[src/rtl/hazard_scoreboard.sv]
// Scoreboard hazard unit: per-GR busy/latency tracking, RAW/WAW interlocks,
// divider and store->load ordering stalls, and a saturating stall counter.
module hazard_sb_entry #(
    parameter int LAT_W = 3
) (
    input  logic             clk,
    input  logic             resetn,
    input  logic             flush_i,
    input  logic             set_i,
    input  logic [LAT_W-1:0] set_lat_i,
    input  logic             dec_en_i,
    input  logic             wb_hit_i,
    output logic             busy_o,
    output logic             long_o,
    output logic [LAT_W-1:0] cnt_o
);
    logic             busy_q, busy_d;
    logic             long_q, long_d;
    logic [LAT_W-1:0] cnt_q,  cnt_d;

    always_comb begin
        busy_d = busy_q;
        long_d = long_q;
        cnt_d  = cnt_q;
        if (flush_i) begin
            busy_d = 1'b0;
            long_d = 1'b0;
            cnt_d  = '0;
        end else if (set_i) begin
            // a fresh issue overrides any retire/decrement landing on the same edge
            busy_d = 1'b1;
            long_d = (set_lat_i == '0);
            cnt_d  = set_lat_i;
        end else if (long_q) begin
            if (wb_hit_i) begin
                busy_d = 1'b0;
                long_d = 1'b0;
            end
        end else if (dec_en_i && cnt_q != '0) begin
            cnt_d = cnt_q - LAT_W'(1);
            if (cnt_q == LAT_W'(1))
                busy_d = 1'b0;
        end
    end

    always_ff @(posedge clk or negedge resetn) begin
        if (!resetn) begin
            busy_q <= 1'b0;
            long_q <= 1'b0;
            cnt_q  <= '0;
        end else begin
            busy_q <= busy_d;
            long_q <= long_d;
            cnt_q  <= cnt_d;
        end
    end

    assign busy_o = busy_q;
    assign long_o = long_q;
    assign cnt_o  = cnt_q;
endmodule

module hazard_scoreboard #(
    parameter int NREG   = 32,
    parameter int REG_AW = 5,
    parameter int LAT_W  = 3,
    parameter int PERF_W = 32
) (
    input  logic              clk,
    input  logic              resetn,
    input  logic              is_valid,
    input  logic [REG_AW-1:0] is_rj,
    input  logic              is_rj_used,
    input  logic [REG_AW-1:0] is_rkd,
    input  logic              is_rkd_used,
    input  logic              is_gr_we,
    input  logic [REG_AW-1:0] is_dest,
    input  logic [LAT_W-1:0]  is_lat,
    input  logic              wb_valid,
    input  logic [REG_AW-1:0] wb_dest,
    input  logic              es_div_busy,
    input  logic              es_has_ld,
    input  logic              ms_has_st,
    input  logic              pipe_flush,
    output logic              is_stall,
    output logic              es_stall,
    output logic              es_flush,
    output logic              ms_flush,
    output logic [PERF_W-1:0] perf_stall_cnt
);
    logic [NREG-1:0]            busy;
    logic [NREG-1:0]            is_long;
    logic [NREG-1:0][LAT_W-1:0] cnt;
    logic                       issue;
    logic                       haz_rj, haz_rkd, haz_waw;
    logic [PERF_W-1:0]          perf_q, perf_d;

    assign busy[0]    = 1'b0;
    assign is_long[0] = 1'b0;
    assign cnt[0]     = '0;

    // flush suppresses recording of the instruction sitting in IS
    assign issue = is_valid & ~is_stall & ~pipe_flush;

    for (genvar r = 1; r < NREG; r++) begin : g_ent
        hazard_sb_entry #(.LAT_W(LAT_W)) u_ent (
            .clk       (clk),
            .resetn    (resetn),
            .flush_i   (pipe_flush),
            .set_i     (issue & is_gr_we & (is_dest == REG_AW'(r))),
            .set_lat_i (is_lat),
            .dec_en_i  (~es_stall),
            .wb_hit_i  (wb_valid & (wb_dest == REG_AW'(r))),
            .busy_o    (busy[r]),
            .long_o    (is_long[r]),
            .cnt_o     (cnt[r])
        );
    end

    // cnt==1 means the result is on the bypass next cycle, so it does not stall
    assign haz_rj  = is_rj_used & (is_rj != '0) & busy[is_rj] &
                     (is_long[is_rj] | (cnt[is_rj] > LAT_W'(1)));
    assign haz_rkd = is_rkd_used & (is_rkd != '0) & busy[is_rkd] &
                     (is_long[is_rkd] | (cnt[is_rkd] > LAT_W'(1)));
    assign haz_waw = is_gr_we & (is_dest != '0) & busy[is_dest] & is_long[is_dest];

    always_comb begin
        is_stall = 1'b0;
        es_stall = 1'b0;
        es_flush = 1'b0;
        ms_flush = 1'b0;
        if (pipe_flush) begin
            is_stall = 1'b0;
        end else if (es_div_busy || (es_has_ld && ms_has_st)) begin
            is_stall = 1'b1;
            es_stall = 1'b1;
            ms_flush = 1'b1;
        end else if (is_valid && (haz_rj || haz_rkd || haz_waw)) begin
            is_stall = 1'b1;
            es_flush = 1'b1;
        end
    end

    always_comb begin
        perf_d = perf_q;
        if (is_stall && perf_q != {PERF_W{1'b1}})
            perf_d = perf_q + PERF_W'(1);
    end

    always_ff @(posedge clk or negedge resetn) begin
        if (!resetn) perf_q <= '0;
        else         perf_q <= perf_d;
    end

    assign perf_stall_cnt = perf_q;
endmodule
[config.mk]
export PLATFORM = sky130hd
export DESIGN_NAME = hazard_scoreboard
export DESIGN_NICKNAME = d
export VERILOG_FILES = /design/src/rtl/hazard_scoreboard.sv
export SDC_FILE = /design/constraint.sdc
export NUM_CORES = 1
export LEC_CHECK = 0
export CAP_MARGIN = 25
export CORE_UTILIZATION = 50
export CTS_CLUSTER_SIZE = 8
export DETAILED_ROUTE_END_ITERATION = 8
export PLACE_DENSITY_LB_ADDON = 0.3
export SLEW_MARGIN = 20
export SYNTH_ARGS = -nofsm -noshare
export SYNTH_HDL_FRONTEND = slang
export SYNTH_SLANG_ARGS = --single-unit
[constraint.sdc]
create_clock -name clk -period 3.05 [get_ports clk]
set_input_delay 0.305 -clock clk [delete_from_list [all_inputs] [get_ports clk]]
set_output_delay 0.305 -clock clk [all_outputs]
set_load 0.02 [all_outputs]
==> After elaboration in Yosys (flattened, before gate mapping) <==
Cells that the tools add are included.
{ "op_classes": {"addsub": 32, "muxes": 457, "eq_ne": 156, "n_bitwise": 79, "n_lt_le_gt_ge": 5, "reduce_logical": 227} }
{ "op_table": {"columns": ["operator", "n"], "rows": [
  ["3-bit two-way mux", 126],
  ["1-bit two-way mux", 323],
  ["4-bit nonzero test", 62],
  ["3-bit nonzero test", 62],
  ["5-bit == test, second input constant", 32],
  ["4-bit by 2-bit != test with 1-bit output, second input constant", 31],
  ["3-bit by 1-bit == test with 1-bit output, second input constant", 31],
  ["3-bit by 2-bit != test with 1-bit output, second input constant", 31],
  ["3-bit AND reduction", 31],
  ["3-bit by 1-bit subtractor with 3-bit output, second input constant", 31],
  ["5-bit by 4-bit == test with 1-bit output, second input constant", 16],
  ["1-bit bitwise AND", 74],
  ["2-bit AND reduction", 31],
  ["5-bit by 3-bit == test with 1-bit output, second input constant", 8],
  ["1-bit logical AND", 34],
  ["32-bit by 1-bit adder with 32-bit output, second input constant", 1],
  ["32-bit != test, second input constant", 1],
  ["1-bit binary-select mux with 5-bit select", 6],
  ["3-bit binary-select mux with 5-bit select", 2],
  ["5-bit by 2-bit == test with 1-bit output, second input constant", 4],
  ["5-bit by 6-bit < comparator with 1-bit output, second input constant", 3],
  ["5-bit nonzero test", 3],
  ["5-bit by 1-bit == test with 1-bit output, second input constant", 2],
  ["3-bit by 1-bit greater-than comparator with 1-bit output, second input constant", 2],
  ["other kinds (4)", 9]
]} }
{ "word_totals": {"wordCells": 1050, "register_bits": 187, "out_inout_bits": 36, "inputBits": 34} }

==> Longest topological paths before layout <==
{ "logic_depth": {"word_depth": 18, "ltp_mapped": 14, "depth_no_buf": 9} }

==> Cells and area by module <==
A second synthesis with hierarchy kept.
{ "unflattened": {"cells_unflattened": 1565, "hier_area_um2": 14805.4} }
{ "by_module_without_submodules": {"columns": ["mod", "instances", "area_per_inst_um2", "cells_each", "seq_area_each_um2"], "rows": [
  ["hazard_sb_entry", 31, 352.8, 35, 125.1],
  ["hazard_scoreboard", 1, 3867.5, 480, 800.8]
]} }

==> Worst setup path before layout <==
OpenSTA, ideal clock, no wires.
{ "synth_path": {"kind": "flip-flop to flip-flop", "from": "register g_ent[5].u_ent.cnt_q[2]", "to": "register g_ent[29].u_ent.cnt_q[1]", "setup_time_ps": 136, "path_slack_ps": 143, "period_less_slack_ps": 2907, "n_path_buf": 3, "t_arrival_ps": 2770, "stages_incl_launch_ff": 12, "t_required_ps": 2914, "cell_sequence": "dfrtp_1 -> or3_1 -> o2111a_1 -> a2111oi_4 -> nand3_2 -> and4_4 -> buf_6 -> or3_4 -> buf_6 -> buf_6 -> o31ai_1 -> a21oi_1"} }
{ "synth_via": {"elab_chain_len": 18, "elab_cells_between_ends": 26, "classes_between": "order compare (2); eq/ne (1); mux (9); bitwise (9); reduce/logical (5)"} }
{ "synth_lines": {"columns": ["item", "line_no", "text"], "rows": [
  ["from (decl)", "19", "logic [LAT_W-1:0] cnt_q, cnt_d;"],
  ["from (signal assigned)", "54", "cnt_q <= cnt_d;"],
  ["3-bit binary-select mux with 5-bit select, on equally long branches", "122, 124", null],
  ["3-bit two-way mux, on equally long branches", "122, 124", null],
  ["3-bit by 1-bit greater-than comparator with 1-bit output, on equally long branches", "122, 124", null],
  ["1-bit OR, on equally long branches", "122, 124", null],
  ["1-bit bitwise AND, on equally long branches", "121, 123", null],
  ["1-bit logical OR (*) (2 in series)", "138", "end else if (is_valid && (haz_rj || haz_rkd || haz_waw)) begin"],
  ["1-bit logical AND (*)", "138", null],
  ["1-bit two-way mux (*)", "138", null],
  ["1-bit two-way mux (*)", "134", "end else if (es_div_busy || (es_has_ld && ms_has_st)) begin"],
  ["1-bit two-way mux (*)", "132", "if (pipe_flush) begin"],
  ["1-bit NOT (*)", "103", "assign issue = is_valid & ~is_stall & ~pipe_flush;"],
  ["1-bit bitwise AND (*) (2 in series)", "103", null],
  ["1-bit bitwise AND (*) (2 in series)", "110", ".set_i (issue & is_gr_we & (is_dest == REG_AW'(r))),"],
  ["3-bit by 2-bit != test with 1-bit output (no line), or another cell as far along", null, null],
  ["2-bit AND reduction (no line) / 3-bit two-way mux (equally long branches)", null, null],
  ["to (signal assigned)", "54", null],
  ["to (decl)", "19", null]
]} }
Every way passes the cells marked *; elsewhere a longest branch is shown, timed or not. The select of a mux whose other input is x is not followed.
A chain may end at the register's enable or synchronous reset.

==> Worst setup path after layout <==
{ "layout_path": {"from": "input is_rkd[1]", "to": "register g_ent[31].u_ent.long_q"} }
{ "layout_via": {"elab_chain_len": 18, "elab_cells_between_ends": 25, "classes_between": "order compare (1); mux (11); bitwise (9); reduce/logical (4)"} }
{ "layout_lines": {"columns": ["item", "line_no", "text"], "rows": [
  ["from (decl)", "74", "input logic [REG_AW-1:0] is_rkd,"],
  ["3-bit binary-select mux with 5-bit select", "124", "(is_long[is_rkd] | (cnt[is_rkd] > LAT_W'(1)));"],
  ["3-bit two-way mux (not written as such)", "124", null],
  ["3-bit by 1-bit greater-than comparator with 1-bit output", "124", null],
  ["1-bit OR", "124", null],
  ["1-bit bitwise AND (*)", "123", "assign haz_rkd = is_rkd_used & (is_rkd != '0) & busy[is_rkd] &"],
  ["1-bit logical OR (*) (2 in series)", "138", null],
  ["1-bit logical AND (*)", "138", null],
  ["1-bit two-way mux (*)", "138", null],
  ["1-bit two-way mux (*)", "134", null],
  ["1-bit two-way mux (*)", "132", null],
  ["1-bit NOT (*)", "103", null],
  ["1-bit bitwise AND (*) (2 in series)", "103", null],
  ["1-bit bitwise AND (*) (2 in series)", "110", null],
  ["1-bit two-way mux (*)", "29", "end else if (set_i) begin"],
  ["1-bit two-way mux (*)", "25", "if (flush_i) begin"],
  ["net g_ent[31].u_ent.long_d", "18", "logic long_q, long_d;"],
  ["to (signal assigned)", "53", "long_q <= long_d;"],
  ["to (decl)", "18", null]
]} }
The timed path passes the listed nets; every way through them passes the cells marked *. The select of a mux whose other input is x is not followed.

==> metrics.md <==
| Metric | Value |
|---|---|
| Synthesis-to-layout area growth | `21.6%` |
| Mapped cell area | `13700 um^2` |
| Root Driver | `clkbuf_16` |
| Fin crit period | `2.99 ns` |
| Length of the first detailed-routing pass in iterations | `7` |
| CP max FO | `10` |
| RSZ-0062 raised after global routing | `true` |
| Syn Inst Count | `1529` |
| Crit path top cell by count | `buf_4` |
| Min-delay worst type | `input pin to flop` |
| Post-synth top flop | `dfrtp_1` |
| Post-DP HPWL | `33300 um` |
| Clock Skews | `0.0210 ns` |
| Die area | `28000 um^2` |
| GRT overflow | `0` |
| Vias | `13074` |
| Clock latency on the worst-skew pair | `0.45 ns` |
| Clock Sinks | `187` |
| Post-layout instance area | `16600 um^2` |
| H-tree levels | `4` |
| CP peak stage delay | `0.61 ns` |
| Remaining routing DRC violations | `0` |
| Nets | `1845` |
| WP buf/inv | `4` |
| Initial antenna violation count | `0` |
| Mapped Nets | `1657` |
| Synth async-reset ratio | `1.00` |
| Iteration-0 DRC Markers | `1568` |
| Die Ht | `167 um` |
| Total Routed Length | `45600 um` |
| Vias/cell | `6.31` |
| Avg Cell Area, Syn | `8.94 um^2` |
| Relative slew margins | `0.471` |
| CTS clk-pin slew, worst paths | `0.07 ns` |
| Worst Setup End Kind | `flop` |
| Remaining antenna violation count | `0` |
| Worst VDD drop | `0.000546 V` |
| Post-synth EDFFs | `0` |
| WS Path Type | `input pin to flop` |
| Cell family with most CP delay | `buffers and inverters` |
| Syn. warnings | `0` |
| First-pass GRT wire length | `71400 um` |
| P_leak | `7.38 nW` |
| Post-synthesis sequential area ratio | `0.342` |
| Least-Margin Pin Slew | `0.791 ns` |
| Max Clk Rate | `335 MHz` |
| CTS tree | `built` |
| Die W | `167 um` |
| Layout cells sized above 1 | `0.182` |
| GRT Total Usage | `0.329` |
| Final setup fails | `0` |
| Post-DP Area | `15800 um^2` |
| ANT cells | `0` |
| CP required | `3.40 ns` |
| Max-slew violation count | `0` |
| Seq cells post-synth | `187` |
| Count of cell types in the netlist | `81` |
| Max-Cap Viols | `0` |
| CTS max path bufs | `2` |
| Final RePlAce weighted congestion | `1.03` |
| Core box area | `26900 um^2` |
| Power density over the cells | `567 nW/um^2` |
| Io pins | `70` |
| Slowest-stage cell, CP | `clkdlybuf4s50_1` |
| Vias in the first global route | `12716` |
| PortBufs | `69` |
| Pin count of the biggest net entering global routing | `82` |
| Num rows | `60` |
| Fin. Hold Viols | `0` |
| CTS Buf Count | `17` |
| Initial core utilization | `0.509` |
| Pre-CTS setup slack | `-0.438 ns` |
| Crit path setup slack, layout | `0.0641 ns` |
| Wirelength per Cell | `22.0 um` |
| Startpoint Class | `input pin` |
| Cell Chain, Critical Path | `clkdlybuf4s50_1 -> buf_4 -> mux4_2 -> a22oi_1 -> nand2_1 -> o211a_1 -> buf_4 -> o2bb2ai_2 -> or3_4 -> buf_4 -> nor3_4 -> mux2i_1` |
| Tot Pwr | `9.42 mW` |
| Crit path arrival time | `3.34 ns` |
| Final Cycle Share | `0.979` |
| Status | `finished, final reports clean` |
[power by group]
part	total, mW	internal (mW)	switching, mW
clock network	2.31	1.14	1.17
registers	3.29	2.88	0.409
logic	3.82	1.75	2.07
total	9.42	5.77	3.65
[state kept, by name, indices dropped and copies added (netlist names)]
signal,count
g_ent.u_ent.busy_o,31
g_ent.u_ent.cnt_o,93
g_ent.u_ent.long_o,31
perf_stall_cnt,32
[repair_timing]
| item | CTS | global route |
|---|---|---|
| pin swaps | 2 | 10 |
| hold buffers | 1 | 0 |
| setup endpoints to repair | 6 | 56 |
| endpoints found under the hold margin | 76 | 0 |
| gates cloned | 0 | 1 |
| gates resized for setup | 16 | 21 |
| buffers inserted | 1 | 7 |
[per-layer routing]
metal	vias up	track usage	share of wire
met4	0	0.155	0.051
met5	-	0	0
li1	5864	-	-
met1	6361	0.420	0.40
met3	169	0.0598	0.087
met2	680	0.543	0.47
[metrics by stage]
step	util	hold slack (ns)	instances	TNS, ns
detailed placement	0.588	0.396	2029	-36.65
global route	0.618	0.169	2071	-0.0478
floorplan	-	0.00941	1529	0
CTS	0.613	0.150	2063	0
finish	0.618	0.151	2071	0
global placement	0.588	0.401	2029	-29.44
[cell type report]
| class | instances | area [um^2] |
|---|---|---|
| clock inverter | 14 | 166 |
| multi-input combinational | 1152 | 8320 |
| sequential | 187 | 4680 |
| inverter | 105 | 394 |
| clock buffer | 18 | 439 |
| fill | 2297 | 10300 |
| tap | 341 | 427 |
| timing repair buffer | 254 | 2190 |
[worst reg2reg max path: stages (launching register included)]
cell	delay, ns
dfrtp_1	0.49
nor4_1	0.47
o22ai_1	0.18
o211a_1	0.31
buf_4	0.15
o2bb2ai_2	0.12
or3_4	0.46
buf_4	0.22
nor3_4	0.24
mux2i_1	0.23
[logic make-up (layout without fill, tap and decap cells)]
family | Yosys count | after routing | share of synthesized area
flip-flops | 187 | 187 | 0.342
adder cells (fa/ha/maj) | 94 | 94 | 0.0860
buffers and inverters | 190 | 391 | 0.0566
AO/OA/AOI/OAI | 236 | 236 | 0.120
XOR/XNOR | 82 | 82 | 0.0525
AND/OR/NAND/NOR | 640 | 640 | 0.246
multiplexers | 100 | 100 | 0.0958
[cell usage in the layout (no fill, tap or decap), drive strengths merged, types with 4 or more instances in the layout]
master,netlist,layout
a21oi,55,55
clkinv,1,4
clkdlybuf4s50,0,63
mux4,23,23
a41o,6,6
nor3,56,56
xnor2,69,69
and4,7,7
ha,94,94
dfrtp,187,187
or3,6,6
nand3,128,128
xor2,13,13
nor4b,8,8
o221ai,4,4
nor2b,22,22
a32oi,4,4
o31ai,19,19
nand3b,17,17
inv,104,114
mux2,16,16
o211ai,5,5
clkbuf,57,20
nor2,106,106
nand2,146,146
mux2i,61,61
nand2b,11,11
nor4,29,29
and2,16,16
nand4,57,57
a21o,4,4
or2,5,5
a31oi,5,5
o21ai,45,45
a31o,5,5
o311ai,6,6
buf,28,186
o32ai,5,5
a211oi,44,44
and3,19,19
[final timing paths]
| check | slack [ns] | from | cells after the start | end |
|---|---|---|---|---|
| setup / recovery | 0.06 | is_rkd[1] | 12 | g_ent[31].u_ent.long_o$_DFF_PN0_ |
| hold / removal | 0.15 | pipe_flush | 4 | g_ent[4].u_ent.busy_o$_DFFE_PN0P_ |
| min in group asynchronous | 0.46 | resetn | 2 | g_ent[23].u_ent.cnt_o[0]$_DFFE_PN0P_ |
| hold reg to reg | 0.50 | perf_stall_cnt[21]$_DFFE_PN0P_ | 1 | perf_stall_cnt[21]$_DFFE_PN0P_ |
| setup reg to reg | 0.11 | g_ent[29].u_ent.long_o$_DFF_PN0_ | 9 | g_ent[31].u_ent.long_o$_DFF_PN0_ |
| max in group asynchronous | 1.80 | resetn | 3 | g_ent[6].u_ent.busy_o$_DFFE_PN0P_ |
[synthesized netlist by cell type (all sizes together) (5+ instances only)]
cell / count / area [um^2]
or2: 5 / 31.3
o211ai: 5 / 37.5
o21ai: 45 / 225
xnor2: 69 / 604
o31ai: 19 / 153
mux2i: 61 / 611
a31o: 5 / 43.8
or3: 6 / 42.5
inv: 104 / 390
nand3: 128 / 646
and3: 19 / 119
a41o: 6 / 60.1
nand3b: 17 / 128
mux2: 16 / 180
o311ai: 6 / 52.6
nor2: 106 / 398
nor4b: 8 / 76.3
and4: 7 / 63.8
xor2: 13 / 114
a21oi: 55 / 279
ha: 94 / 1180
o32ai: 5 / 43.8
nor4: 29 / 226
and2: 16 / 100
nand2: 146 / 548
mux4: 23 / 518
dfrtp: 187 / 4680
a31oi: 5 / 31.3
nand2b: 11 / 68.8
clkbuf: 57 / 214
a211oi: 44 / 335
nor3: 56 / 364
nor2b: 22 / 138
buf: 28 / 165
nand4: 57 / 357
No activity file was read; power rests on OpenSTA's default activity.
